==> src/rtl/operand_select_pkg.sv <==
// Shared encodings for the operand select buffer.
// Selection codes and their width.
package operand_select_pkg;

    localparam int SEL_W = 2;

    typedef enum logic [SEL_W-1:0] {
        SEL_INPUT = 2'd0,
        SEL_ZERO  = 2'd1,
        SEL_ONE   = 2'd2,
        SEL_LAST  = 2'd3
    } sel_e;

endpackage

==> src/rtl/operand_fifo.sv <==
// Small circular result buffer with push/pop and occupancy count.
// Head is presented combinationally and forced to zero when empty.
module operand_fifo #(
    parameter int WIDTH = 17,
    parameter int DEPTH = 2,
    localparam int PW = $clog2(DEPTH),
    localparam int CW = $clog2(DEPTH + 1)
) (
    input  logic             i_clk,
    input  logic             i_rst_n,
    input  logic             i_push,
    input  logic [WIDTH-1:0] i_wr_data,
    input  logic             i_pop,
    output logic [WIDTH-1:0] o_rd_data,
    output logic             o_full,
    output logic             o_empty,
    output logic [CW-1:0]    o_count
);

    localparam logic [CW-1:0] CNT_FULL = CW'(DEPTH);
    localparam logic [CW-1:0] CNT_ONE  = CW'(1);
    localparam logic [PW-1:0] PTR_ONE  = PW'(1);

    logic [WIDTH-1:0] r_mem [DEPTH];
    logic [PW-1:0]    r_rd_ptr;
    logic [PW-1:0]    r_wr_ptr;
    logic [CW-1:0]    r_count;
    logic             w_push;
    logic             w_pop;

    assign o_full  = (r_count == CNT_FULL);
    assign o_empty = (r_count == '0);
    assign o_count = r_count;
    assign w_push  = i_push && !o_full;
    assign w_pop   = i_pop && !o_empty;

    assign o_rd_data = o_empty ? '0 : r_mem[r_rd_ptr];

    // Storage needs no reset; the empty flag masks stale contents.
    always_ff @(posedge i_clk) begin
        if (w_push) begin
            r_mem[r_wr_ptr] <= i_wr_data;
        end
    end

    always_ff @(posedge i_clk or negedge i_rst_n) begin
        if (!i_rst_n) begin
            r_rd_ptr <= '0;
            r_wr_ptr <= '0;
            r_count  <= '0;
        end else begin
            if (w_push) begin
                r_wr_ptr <= r_wr_ptr + PTR_ONE;
            end
            if (w_pop) begin
                r_rd_ptr <= r_rd_ptr + PTR_ONE;
            end
            if (w_push && !w_pop) begin
                r_count <= r_count + CNT_ONE;
            end else if (!w_push && w_pop) begin
                r_count <= r_count - CNT_ONE;
            end
        end
    end

endmodule

==> src/rtl/operand_select_buffer.sv <==
// Picks an operand source, remembers the last written value,
// and queues results for a valid/ready consumer.
module operand_select_buffer
    import operand_select_pkg::*;
#(
    parameter int WIDTH = 17,
    parameter int DEPTH = 2,
    localparam int CW = $clog2(DEPTH + 1)
) (
    input  logic             Clock,
    input  logic             ResetN,
    input  logic [WIDTH-1:0] Input,
    input  logic [SEL_W-1:0] Selection,
    input  logic             InValid,
    output logic             InReady,
    output logic [WIDTH-1:0] Output,
    output logic             OutValid,
    input  logic             OutReady,
    output logic [CW-1:0]    Count
);

    logic [WIDTH-1:0] r_last;
    logic [WIDTH-1:0] w_sel_value;
    logic             w_accept;
    logic             w_pop;
    logic             w_full;
    logic             w_empty;

    // Ready depends only on occupancy, never on the consumer.
    assign InReady  = !w_full;
    assign OutValid = !w_empty;
    assign w_accept = InValid && InReady;
    assign w_pop    = OutValid && OutReady;

    always_comb begin
        w_sel_value = Input;
        unique case (sel_e'(Selection))
            SEL_INPUT: w_sel_value = Input;
            SEL_ZERO:  w_sel_value = '0;
            SEL_ONE:   w_sel_value = WIDTH'(1);
            SEL_LAST:  w_sel_value = r_last;
        endcase
    end

    always_ff @(posedge Clock or negedge ResetN) begin
        if (!ResetN) begin
            r_last <= '0;
        end else if (w_accept) begin
            r_last <= w_sel_value;
        end
    end

    operand_fifo #(
        .WIDTH (WIDTH),
        .DEPTH (DEPTH)
    ) u_fifo (
        .i_clk     (Clock),
        .i_rst_n   (ResetN),
        .i_push    (w_accept),
        .i_wr_data (w_sel_value),
        .i_pop     (w_pop),
        .o_rd_data (Output),
        .o_full    (w_full),
        .o_empty   (w_empty),
        .o_count   (Count)
    );

endmodule
==> config.mk <==
export PLATFORM = sky130hd
export DESIGN_NAME = operand_select_buffer
export DESIGN_NICKNAME = d
export VERILOG_FILES = /design/src/rtl/operand_select_pkg.sv /design/src/rtl/operand_fifo.sv /design/src/rtl/operand_select_buffer.sv
export SDC_FILE = /design/constraint.sdc
export NUM_CORES = 1
export LEC_CHECK = 0
export ABC_AREA = 1
export CAP_MARGIN = 15
export CORE_ASPECT_RATIO = 0.9
export CORE_MARGIN = 2
export CORE_UTILIZATION = 30
export CTS_BUF_LIST = sky130_fd_sc_hd__clkbuf_8
export DETAILED_ROUTE_END_ITERATION = 8
export DONT_BUFFER_PORTS = 1
export SETUP_SLACK_MARGIN = 0.02
export SYNTH_ARGS = -nofsm -noshare
export SYNTH_HDL_FRONTEND = slang
export SYNTH_HIERARCHICAL = 1
export SYNTH_SLANG_ARGS = --single-unit
export TNS_END_PERCENT = 50
==> constraint.sdc <==
create_clock -name Clock -period 5.5 [get_ports Clock]
set_input_delay 0.55 -clock Clock [delete_from_list [all_inputs] [get_ports Clock]]
set_output_delay 0.55 -clock Clock [all_outputs]
set_load 0.05 [all_outputs]
==> results.json <==
{
  "clk_path_buf_depth": 2,
  "rsz0062_at_grt": "false",
  "ant_nets": 0,
  "postRouteWirelength_microns": 5380,
  "crit_chain": "nor2_4 -> inv_2 -> nand2_2 -> inv_2 -> inv_1 -> nor2_2 -> nand2_1 -> inv_1",
  "num_io_pins": 44,
  "p_leak_uw": 0.00119,
  "p_per_area_mw_per_mm2": 587,
  "final_hold_viol_count": 0,
  "ys_seq_area_frac": 0.610,
  "drc": 0,
  "setup_tns_ns": 0,
  "yosysUniqueCellTypes": 25,
  "fin_skew_ns": 0.00379,
  "drt_iter0_markers": 140,
  "die_w_microns": 101,
  "grt_use_met3": 0.0500,
  "vdd_ir_drop_max_mv": 0.196,
  "cp.required_ns": 5.44,
  "avgSynthCellArea_sq_um": 9.79,
  "fin_total_pwr_uw": 1580,
  "hp-class": "input port to flip-flop",
  "fill_cells": 826,
  "grt_max_degree": 22,
  "finalSetupViolCount": 0,
  "area_growth_syn_to_layout_pct": 6.12,
  "drt_pass1_iterations": 4,
  "worst_pin_slew_ns": 1.13,
  "die_y_microns": 91.2,
  "cts.sinks": 55,
  "antenna_found_initial": 0,
  "num_antenna_cells": 0,
  "slowest_stage": "dfrtp_1",
  "met1_usage": 0.172,
  "cp-start-kind": "flip-flop",
  "fin_crit_ns": 3.03,
  "die-area_sq_mm": 0.00921,
  "yosys_warnings": 6,
  "grt_pass1_wl_microns": 8590,
  "crit_fanout": 19,
  "io_buffers": 0,
  "gr-usage-all-layers": 0.124,
  "start_util": 0.311,
  "met2_usage": 0.174,
  "vias": 1692,
  "clkTransAtPathRegs_ns": 0.09,
  "h-tree-depth": 2,
  "worstSetupEndpointType": "flip-flop",
  "mostFrequentLayoutCells": "116 x nand2_1, 34 x edfxtp_1, 21 x dfrtp_1",
  "overflow": 0,
  "synth_area_sq_mm": 0.00254,
  "insertion_delay_ns": 0.30,
  "nNetsFinal": 281,
  "grt_pass1_vias": 1595,
  "slew_violations": 0,
  "coreArea_sq_mm": 0.00815,
  "outcome": "finished, final reports clean",
  "layout_commonest_cell": "nand2_1",
  "slew_headroom": 0.249,
  "synthCells": 259,
  "rows": 31,
  "detail_route.wl_per_cell_microns": 15.1,
  "syn_nets": 283,
  "ys_seq_elements": 55,
  "worst-endpoint-arrival_ns": 2.97,
  "cap_violations": 0,
  "routabilityCongestion": 0.727,
  "drive_gt1_frac": 0.124,
  "cts-buffers-inserted": 5,
  "dp_hpwl_microns": 3670,
  "cts_tree": "yes",
  "finalCritPeriodShare": 0.551,
  "cts-root-buf": "clkbuf_8",
  "grt.busiest_layer": "met2",
  "timing.fmax_ghz": 0.330,
  "crit_type": "flip-flop to flip-flop",
  "cpPeakStageDelay_ns": 0.86,
  "via_per_inst": 4.74
}
-- synth_stat cells (all sizes together) --
library cell | n | area share
xnor2 | 1 | 0.0035
edfxtp | 34 | 0.40
nand2 | 129 | 0.20
and2 | 1 | 0.0025
ha | 1 | 0.0049
nor2 | 6 | 0.022
inv | 14 | 0.021
dfrtp | 21 | 0.21
o21ai | 2 | 0.0054
nand4 | 1 | 0.0025
a21oi | 17 | 0.035
nand3b | 1 | 0.0030
clkinv | 1 | 0.0035
buf | 12 | 0.048
nand3 | 18 | 0.036
-- critical path, delay by kind of cell (launching register included) --
| kind | cells | cell delay (ns) |
|---|---|---|
| and+or+nand+nor | 4 | 0.59 |
| buffers and inverters | 4 | 1.21 |
| DFF | 1 | 0.86 |
-- where the power goes --
part           leakage (uW)  internal, uW  total [uW]  switching, uW
Clock             0.0000556           134         260            127
Sequential         0.000597           565         666            100
Combinational      0.000539           110         654            544
Total               0.00119           809        1580            771
-- per-stage QoR --
stage | utilization | cells | setup WS (ns) | area [sq um] | hold WS (ns)
after global routing | 0.330 | 357 | 2.22 | 2690 | 0.463
after floorplan | - | 259 | 2.77 | 2540 | 0.254
after global placement | 0.313 | 347 | 2.47 | 2550 | 0.255
after CTS | 0.327 | 356 | 2.43 | 2660 | 0.462
after detailed placement | 0.313 | 347 | 2.46 | 2550 | 0.255
final | 0.330 | 357 | 2.47 | 2690 | 0.469
-- layer usage --
layer | routed length (microns) | vias to the layer above
li1 | - | 824
met1 | 2410 | 807
met2 | 2360 | 55
met3 | 524 | 6
met4 | 82 | 0
met5 | 0 | -
-- path summary, 6_finish.rpt --
kind	from	end	slack, ns	cells past startpoint
worst max-delay path	u_fifo/o_count[0]$_DFFE_PN0P_	u_fifo/r_mem[0][11]$_DFFE_PP_	2.47	8
worst min-delay path	Input[14]	u_fifo/r_mem[1][14]$_DFFE_PP_	0.47	2
worst max register to register	u_fifo/o_count[0]$_DFFE_PN0P_	u_fifo/r_mem[0][11]$_DFFE_PP_	2.47	8
worst min register to register	r_last[7]$_DFFE_PN0P_	r_last[7]$_DFFE_PN0P_	0.49	2
max in group asynchronous	ResetN	r_last[11]$_DFFE_PN0P_	4.48	2
min in group asynchronous	ResetN	u_fifo/r_wr_ptr$_DFFE_PN0P_	0.60	1
-- what timing repair did --
action,in CTS,in global routing
resized for setup,0,0
setup buffers,0,0
hold endpoints to repair,21,0
hold buffers,1,0
-- kinds of logic (layout without fill, tap and decap cells) --
group,Yosys count,in the layout,synth area share
adders and majority gates,1,1,0.00493
xor gates and xnor gates,1,1,0.00345
DFF,55,55,0.610
and+or+nand+nor,156,156,0.269
buffers and inverters,27,26,0.0720
AOI/OAI and AO/OA,19,19,0.0405
-- layout make-up --
class / count / area, sq um / share of cell area
Inverter: 15 / 61.3 / 0.0228
Tap cell: 99 / 124 / 0.0460
Clock inverter: 3 / 38.8 / 0.0144
Clock buffer: 5 / 68.8 / 0.0256
Timing Repair Buffer: 3 / 45.0 / 0.0167
Sequential cell: 55 / 1550 / 0.575
Multi-Input combinational cell: 177 / 807 / 0.300
-- state kept, by name, summed over array words and instances (netlist names) --
name,count
r_last,17
u_fifo/o_count,2
u_fifo/r_mem,34
u_fifo/r_rd_ptr,1
u_fifo/r_wr_ptr,1
No activity file was read; power rests on OpenSTA's default activity.
